[src/rtl/piso_serializer_pkg.sv]
// Shared types and defaults for the parallel-in / serial-out serializer.
// Holds the two-state FSM encoding and the default parallel word width.
package piso_serializer_pkg;

  localparam int DATA_W_DEF = 4;

  typedef enum logic {
    IDLE  = 1'b0,
    SHIFT = 1'b1
  } state_t;

endpackage

[src/rtl/piso_bit_cnt.sv]
// Down-counter tracking how many bits of the current word remain after x_o.
// Loads on word acceptance, decrements per shifted bit, flags zero.
module piso_bit_cnt #(
  parameter int CNT_W = 2
) (
  input  logic             clk,
  input  logic             reset_n,
  input  logic             load,
  input  logic [CNT_W-1:0] load_val,
  input  logic             dec,
  output logic [CNT_W-1:0] cnt,
  output logic             zero
);

  // NOTE: clocked state is written with non-blocking assignments only, so every
  // flop samples the pre-edge values of its neighbours regardless of block order.
  always_ff @(posedge clk or negedge reset_n) begin
    if (!reset_n) begin
      cnt <= '0;
    end else if (load) begin
      cnt <= load_val;
    end else if (dec) begin
      cnt <= cnt - 1'b1;
    end
  end

  assign zero = (cnt == '0);

endmodule

[src/rtl/piso_serializer.sv]
// Serializes DATA_W-bit words MSB first with a valid/ready input handshake
// and a shift enable that freezes the serial stream without repeating bits.
module piso_serializer
  import piso_serializer_pkg::*;
#(
  parameter int DATA_W = DATA_W_DEF
) (
  input  logic              clk,
  input  logic              reset_n,
  input  logic [DATA_W-1:0] pdata_i,
  input  logic              pvalid_i,
  output logic              pready_o,
  input  logic              ser_en_i,
  output logic              x_o,
  output logic              x_valid_o,
  output logic              last_o
);

  localparam int CNT_W = (DATA_W > 1) ? $clog2(DATA_W) : 1;

  state_t            state, state_nxt;
  logic [DATA_W-1:0] sreg;
  logic [CNT_W-1:0]  cnt;
  logic              cnt_zero;
  logic              last_q;
  logic              accept;
  logic              advance;

  // A new word can only enter when the current one leaves on this very edge.
  assign pready_o = (state == IDLE) | (last_q & ser_en_i);
  assign accept   = pvalid_i & pready_o;
  assign advance  = (state == SHIFT) & ser_en_i;

  // NOTE: every variable driven here gets a default first, so no path through
  // the case statement leaves it unassigned and no latch is inferred.
  always_comb begin
    state_nxt = state;
    case (state)
      IDLE:    if (accept) state_nxt = SHIFT;
      SHIFT:   if (advance && last_q) state_nxt = accept ? SHIFT : IDLE;
      default: state_nxt = IDLE;
    endcase
  end

  always_ff @(posedge clk or negedge reset_n) begin
    if (!reset_n) begin
      state  <= IDLE;
      sreg   <= '0;
      last_q <= 1'b0;
    end else begin
      state <= state_nxt;
      // Shifting out the LSB leaves sreg all-zero, which keeps x_o low in IDLE.
      if (accept) begin
        sreg <= pdata_i;
      end else if (advance) begin
        sreg <= {sreg[DATA_W-2:0], 1'b0};
      end
      if (accept) begin
        last_q <= 1'b0;
      end else if (advance) begin
        last_q <= (cnt == CNT_W'(1));
      end
    end
  end

  piso_bit_cnt #(
    .CNT_W (CNT_W)
  ) u_bit_cnt (
    .clk      (clk),
    .reset_n  (reset_n),
    .load     (accept),
    .load_val (CNT_W'(DATA_W - 1)),
    .dec      (advance & ~cnt_zero),
    .cnt      (cnt),
    .zero     (cnt_zero)
  );

  assign x_o       = sreg[DATA_W-1];
  assign x_valid_o = (state == SHIFT);
  assign last_o    = last_q;

endmodule

[config.mk]
export PLATFORM = sky130hd
export DESIGN_NAME = piso_serializer
export DESIGN_NICKNAME = d
export VERILOG_FILES = /design/src/rtl/piso_serializer_pkg.sv /design/src/rtl/piso_bit_cnt.sv /design/src/rtl/piso_serializer.sv
export SDC_FILE = /design/constraint.sdc
export NUM_CORES = 1
export LEC_CHECK = 0
export CORE_AREA = 2 2 39 41
export DETAILED_ROUTE_END_ITERATION = 16
export DIE_AREA = 0 0 41 43
export GPL_TIMING_DRIVEN = 0
export RECOVER_POWER = 100
export SLEW_MARGIN = 40
export SYNTH_ARGS = -nofsm -noshare
export SYNTH_HDL_FRONTEND = slang
export SYNTH_SLANG_ARGS = --single-unit
[constraint.sdc]
create_clock -name clk -period 1.2 [get_ports clk]
set_input_delay 0.3 -clock clk [delete_from_list [all_inputs] [get_ports clk]]
set_output_delay 0.3 -clock clk [all_outputs]
set_load 0.1 [all_outputs]
==> metrics.cfg, run 1 <==
[drt]
drtIter0Drc=1
routed_wl_um=1040
wl_per_cell_um=13.6
postRouteAntennaNets=0
viasPerCell=5.40
drtPass1Iterations=4
vias=416
post-route-drc-count=0

[setup_path]
rr_worst_depth=5
rr_startpoint=x_valid_o
rr_endpoint=sreg[1]
crit_type=reg2out
arrival_ns=1.20
cp-startpoint=x_valid_o
worstSetupEndpointType=primary output
worstPathCellList=buf_6, a21bo_4, buf_12
crit_path_max_incr_delay_ns=0.47
r2r_slack_ns=-0.18
cp-start-kind=flop
crit_required_ns=0.90
cpMaxStageDelayCell=dfrtp_4
crit_end=pready_o
critPathMaxFanout=2

[synthesis]
synth_top_area_share_pct=42.4
ys_types=22
synth_nets=53
ys_seq_elements=8
yosys_warnings=0
ys_top_cells_by_area=dfrtp_1, o221a_2, o22a_2, ha_1, o32a_2
ys_seq_area_share_pct=42.4
syn_area_um2=472
synth_area_leader_cell=dfrtp_1
synth.avg_cell_area_um2=11.0
syn_inst=43

[global_routing]
grtUsageMet1_pct=17.1
grt_pass1_vias=354
antenna_found_initial=0
grt_usage_pct=13.7
met3_usage_pct=4.71
grt_pass1_wl_um=1530
grt_overflow=0
grtUsageMet2_pct=18.4
busiest_layer=met2
grt_max_degree=11

[placement]
placed_area_um2=594
gp_congestion=0.672
post-place-ws_ns=-0.624
io_buffer_count=10
place_hpwl_um=703

[clock_network]
htree_num_levels=1
root_buffer=clkbuf_4
cts_buffers=3
cts_tree=built
insertion_delay_ns=0.26
clock-sinks=8
ctsHoldBuffers=0
clk_path_buf_depth=2
clk_pin_slew_ns=0.05

[floorplan]
io_pins=12
die_h_um=43
die-area_um2=1760
floorplan.initialDensity_pct=34.1
core_um2=1380
num_rows=14
die_x_um=41

[status]
violations=negative setup slack
status=finished, violations left

[finish]
multi_input_area_um2=263
area_delta_synth_final_pct=50.1
area.sequential_um2=208
final_layout_size_suffix_gt1_share_pct=47.5
fin_nets=73
final_cell_area_um2=708
fillers=135
diodes=0

[sta]
finalHoldViolations=0
skew_ns=0.00542
setup_ws_ns=-0.298
grt_setup_unrepaired=yes
whs_ns=0.332
fin_crit_sh_pct=125
setup_viol=10
fmaxAchievable_ghz=0.668
max-slew-margin-rel_pct=68.0
period_needed_ns=1.50
worstMarginPinSlew_ns=0.483
drv_slew=0

[power_and_ir_drop]
p_leak_nw=0.312
peakVddDrop_mv=1.04
power_mw=1.98
p_per_area_nw_per_um2=2800

[min_path]
worstHoldStart=pvalid_i
min_path_cells=2
hp-class=in2reg

[job]
maxCapViolCount=0

kinds of logic after synthesis:
| logic type | count (synthesis) | synth area share (%) |
|---|---|---|
| flip-flops | 8 | 42.4 |
| AO/OA/AOI/OAI | 15 | 28.9 |
| multiplexers | 1 | 2.39 |
| AND/OR/NAND/NOR | 13 | 15.4 |
| buffers and inverters | 4 | 5.57 |
| adder cells (fa/ha/maj) | 2 | 5.30 |
worst max-delay path, delay by kind of cell, from the launching register on:
family	cells	cell delay [ns]
flip-flops	1	0.47
buffers and inverters	2	0.29
AO/OA/AOI/OAI	1	0.18
layout by cell type, fill, tap and decap left out, types with 2 or more instances in the layout:
cell / netlist / layout
buf_12: 0 / 3
buf_4: 1 / 4
buf_6: 1 / 3
clkbuf_4: 0 / 3
clkdlybuf4s50_1: 0 / 4
dfrtp_1: 8 / 6
dfrtp_4: 0 / 2
inv_1: 2 / 2
nand2b_1: 2 / 2
nand3_1: 3 / 3
nor2_1: 2 / 2
o21ai_0: 3 / 2
o221a_2: 3 / 3
o22a_2: 3 / 3
o32a_2: 2 / 2
per-layer routing:
layer,vias to the layer above,part of all wire [%]
met3,4,4.5
met5,-,0
li1,201,-
met1,202,47
met4,0,2.0
met2,9,47
cells in the mapped netlist (all sizes together):
cell    instances
dfrtp           8
or2b            1
or3             1
o32a            2
nand2           3
ha              2
buf             2
nand3           3
a21boi          1
inv             2
nand2b          2
nor2            2
o221a           3
o311ai          1
mux2            1
a21bo           1
nor3b           1
a22o            1
o22a            3
o21ai           3
sequential cells by signal (all words and copies together) (netlist names):
register / cells
last_o: 1
sreg: 4
u_bit_cnt.cnt: 2
x_valid_o: 1
metrics by stage:
stage,utilization (%),setup TNS [ns],std cells
after global placement,44.4,-6.18,69
after CTS,49.7,-1.37,76
after detailed placement,42.9,-3.65,69
final,51.2,-1.37,77
after floorplan,-,-2.90,43
after global routing,51.2,-1.79,77
layout make-up:
class	instances	area share, %
Tap cell	16	2.83
Clock buffer	3	3.18
Multi-Input combinational cell	31	37.1
Timing Repair Buffer	15	23.9
Inverter	2	1.06
Sequential cell	8	29.3
Buffer	2	2.65
report_power, final:
group | total, mW | switching (mW) | internal [mW]
logic | 1.26 | 0.676 | 0.582
clock network | 0.217 | 0.102 | 0.115
registers | 0.505 | 0.105 | 0.400
worst min path at each step:
| stage | endpoint |
|---|---|
| 6_report | x_valid_o |
| 5_1_grt | x_valid_o |
| 4_1_cts | x_valid_o |
| 3_5_place_dp | sreg[0] |
| 3_3_place_gp | u_bit_cnt.cnt[1] |
| 2_1_floorplan | sreg[0] |
timing repair:
action | CTS | global route
pin swaps | 1 | 0
setup buffers | 4 | 1
endpoints found under the setup margin | 10 | 12
gates resized for setup | 14 | 4
hold endpoints to repair | 0 | 0
(Power assumes the default switching activity.)
==> run 2, diff against run 1 <==
CAP_MARGIN = 10   (was unset)
SLEW_MARGIN = 20   (was 40)
==> run 2 against run 1 <==
Compared with the run above:
- the run still ends with negative setup slack left
- non-clock buffer count up 6
- clock skew increased by 0.0011 ns
- combinational power rose by 25%
- critical path depth stayed put
- wire length up 21%
- core utilization rose by 8.3 points
- critical endpoint unchanged
==> metrics.cfg, run 2 (synthesized netlist as in run 1, its figures left out) <==
[status]
status=finished, violations left
violations=negative setup slack

[clock_network]
htree_num_levels=1
clk_pin_slew_ns=0.06
insertion_delay_ns=0.26
clock-sinks=8
ctsHoldBuffers=0
clk_path_buf_depth=2
root_buffer=clkbuf_4
cts_tree=built
cts_buffers=3

[power_and_ir_drop]
p_int_mw=1.28
comb_power_share_pct=68.4
p_leak_nw=0.351
clkPwrFrac_pct=9.5
switchingPower_mw=1.02
sw_frac_of_total_pct=44.3
peakVddDrop_mv=1.05
power_mw=2.29
p_seq_share_pct=22.0
p_per_area_nw_per_um2=2790

[setup_path]
arrival_ns=1.20
cp-start-kind=flop
critPathMaxFanout=2
crit_type=reg2out
worstSetupEndpointType=primary output
crit_required_ns=0.90

[floorplan]
io_pins=12
num_rows=14
die-area_um2=1760
core_um2=1380
floorplan.initialDensity_pct=34.1
die_h_um=43
die_x_um=41

[sta]
finalHoldViolations=0
setup_viol=11
setup_ws_ns=-0.305
fin_crit_sh_pct=125
fmaxAchievable_ghz=0.665
whs_ns=0.364
period_needed_ns=1.50
max-slew-margin-rel_pct=67.9
drv_slew=0
worstMarginPinSlew_ns=0.485
skew_ns=0.00650
grt_setup_unrepaired=yes

[finish]
final_cell_area_um2=823
largest_register_ffs=4
fin_nets=79
final_cell_mix=buf_6, dfrtp_1, buf_4, clkdlybuf4s50_1
final_layout_size_suffix_gt1_share_pct=56.7
regMostFlops=sreg
area_delta_synth_final_pct=74.5
diodes=0
final_common_cell=buf_6
reg_top3=sreg: 4 flops, u_bit_cnt.cnt: 2 flops
fillers=129

[global_routing]
grt_usage_pct=17.3
grt_max_degree=11
grt_overflow=0
antenna_found_initial=0
grt_pass1_wl_um=1910
grt_pass1_vias=406

[drt]
post-route-drc-count=0
routed_wl_um=1260
postRouteAntennaNets=0
wl_per_cell_um=15.2
vias=419
drtIter0Drc=4
drtPass1Iterations=4
viasPerCell=5.05

[min_path]
hp-class=in2reg

[placement]
post-place-ws_ns=-1.34
placed_area_um2=614
place_hpwl_um=718
io_buffer_count=10
gp_congestion=0.672

[job]
maxCapViolCount=0

-- run 2: layout make-up --
class,instances,area (µm²),area share [%]
tap,16,20.0,2.43
inverter,2,7.51,0.912
timing repair buffer,21,233,28.3
buffer,2,18.8,2.28
sequential,8,208,25.2
clock buffer,3,22.5,2.74
multi-input combinational,31,314,38.1
-- run 2: repair_timing --
| item | 4_1_cts | 5_1_grt |
|---|---|---|
| gates cloned | 1 | 0 |
| endpoints found under the setup margin | 10 | 12 |
| pin swaps | 3 | 2 |
| resized for setup | 46 | 6 |
| setup buffers | 9 | 2 |
-- run 2: path summary, 6_finish.rpt --
kind / from / endpoint / slack [ns] / depth (start not counted)
worst max-delay path: x_valid_o / pready_o / -0.30 / 3
worst min-delay path: pvalid_i / x_valid_o / 0.36 / 2
worst max register to register: x_valid_o / sreg[1] / -0.24 / 6
worst min register to register: sreg[0] / sreg[0] / 0.54 / 2
max in group asynchronous: reset_n / x_valid_o / 0.45 / 1
min in group asynchronous: reset_n / last_o / 0.41 / 1
-- run 2: layer usage --
layer	GRT usage, %	routed length, µm	vias up	share of wire (%)
li1	-	-	213	-
met1	20.7	572	193	45
met2	26.3	615	9	49
met3	4.71	49	4	3.9
met4	10.0	25	0	2.0
met5	0	0	-	0
-- run 2: power by group through the flow --
| stage | clock network (mW) | logic [mW] | registers, mW |
|---|---|---|---|
| 6_report | 0.218 | 1.57 | 0.505 |
| 3_5_place_dp | 0 | 0.994 | 0.524 |
| 2_1_floorplan | 0 | 0.509 | 0.785 |
| 4_1_cts | 0.227 | 1.44 | 0.499 |
| 5_1_grt | 0.241 | 1.66 | 0.520 |
| 3_3_place_gp | 0 | 0.975 | 0.517 |
-- run 2: critical path: stages (launching register included) --
cell     delay [ns]
dfrtp_4        0.47
buf_6          0.12
a21bo_4        0.19
buf_12         0.17
-- run 2: stage by stage --
stage / TNS, ns / cells / util, %
2_1_floorplan: -2.90 / 43 / -
3_3_place_gp: -6.18 / 69 / 44.4
3_5_place_dp: -6.34 / 69 / 44.4
4_1_cts: -1.76 / 82 / 56.9
5_1_grt: -2.22 / 83 / 59.5
6_report: -1.86 / 83 / 59.5
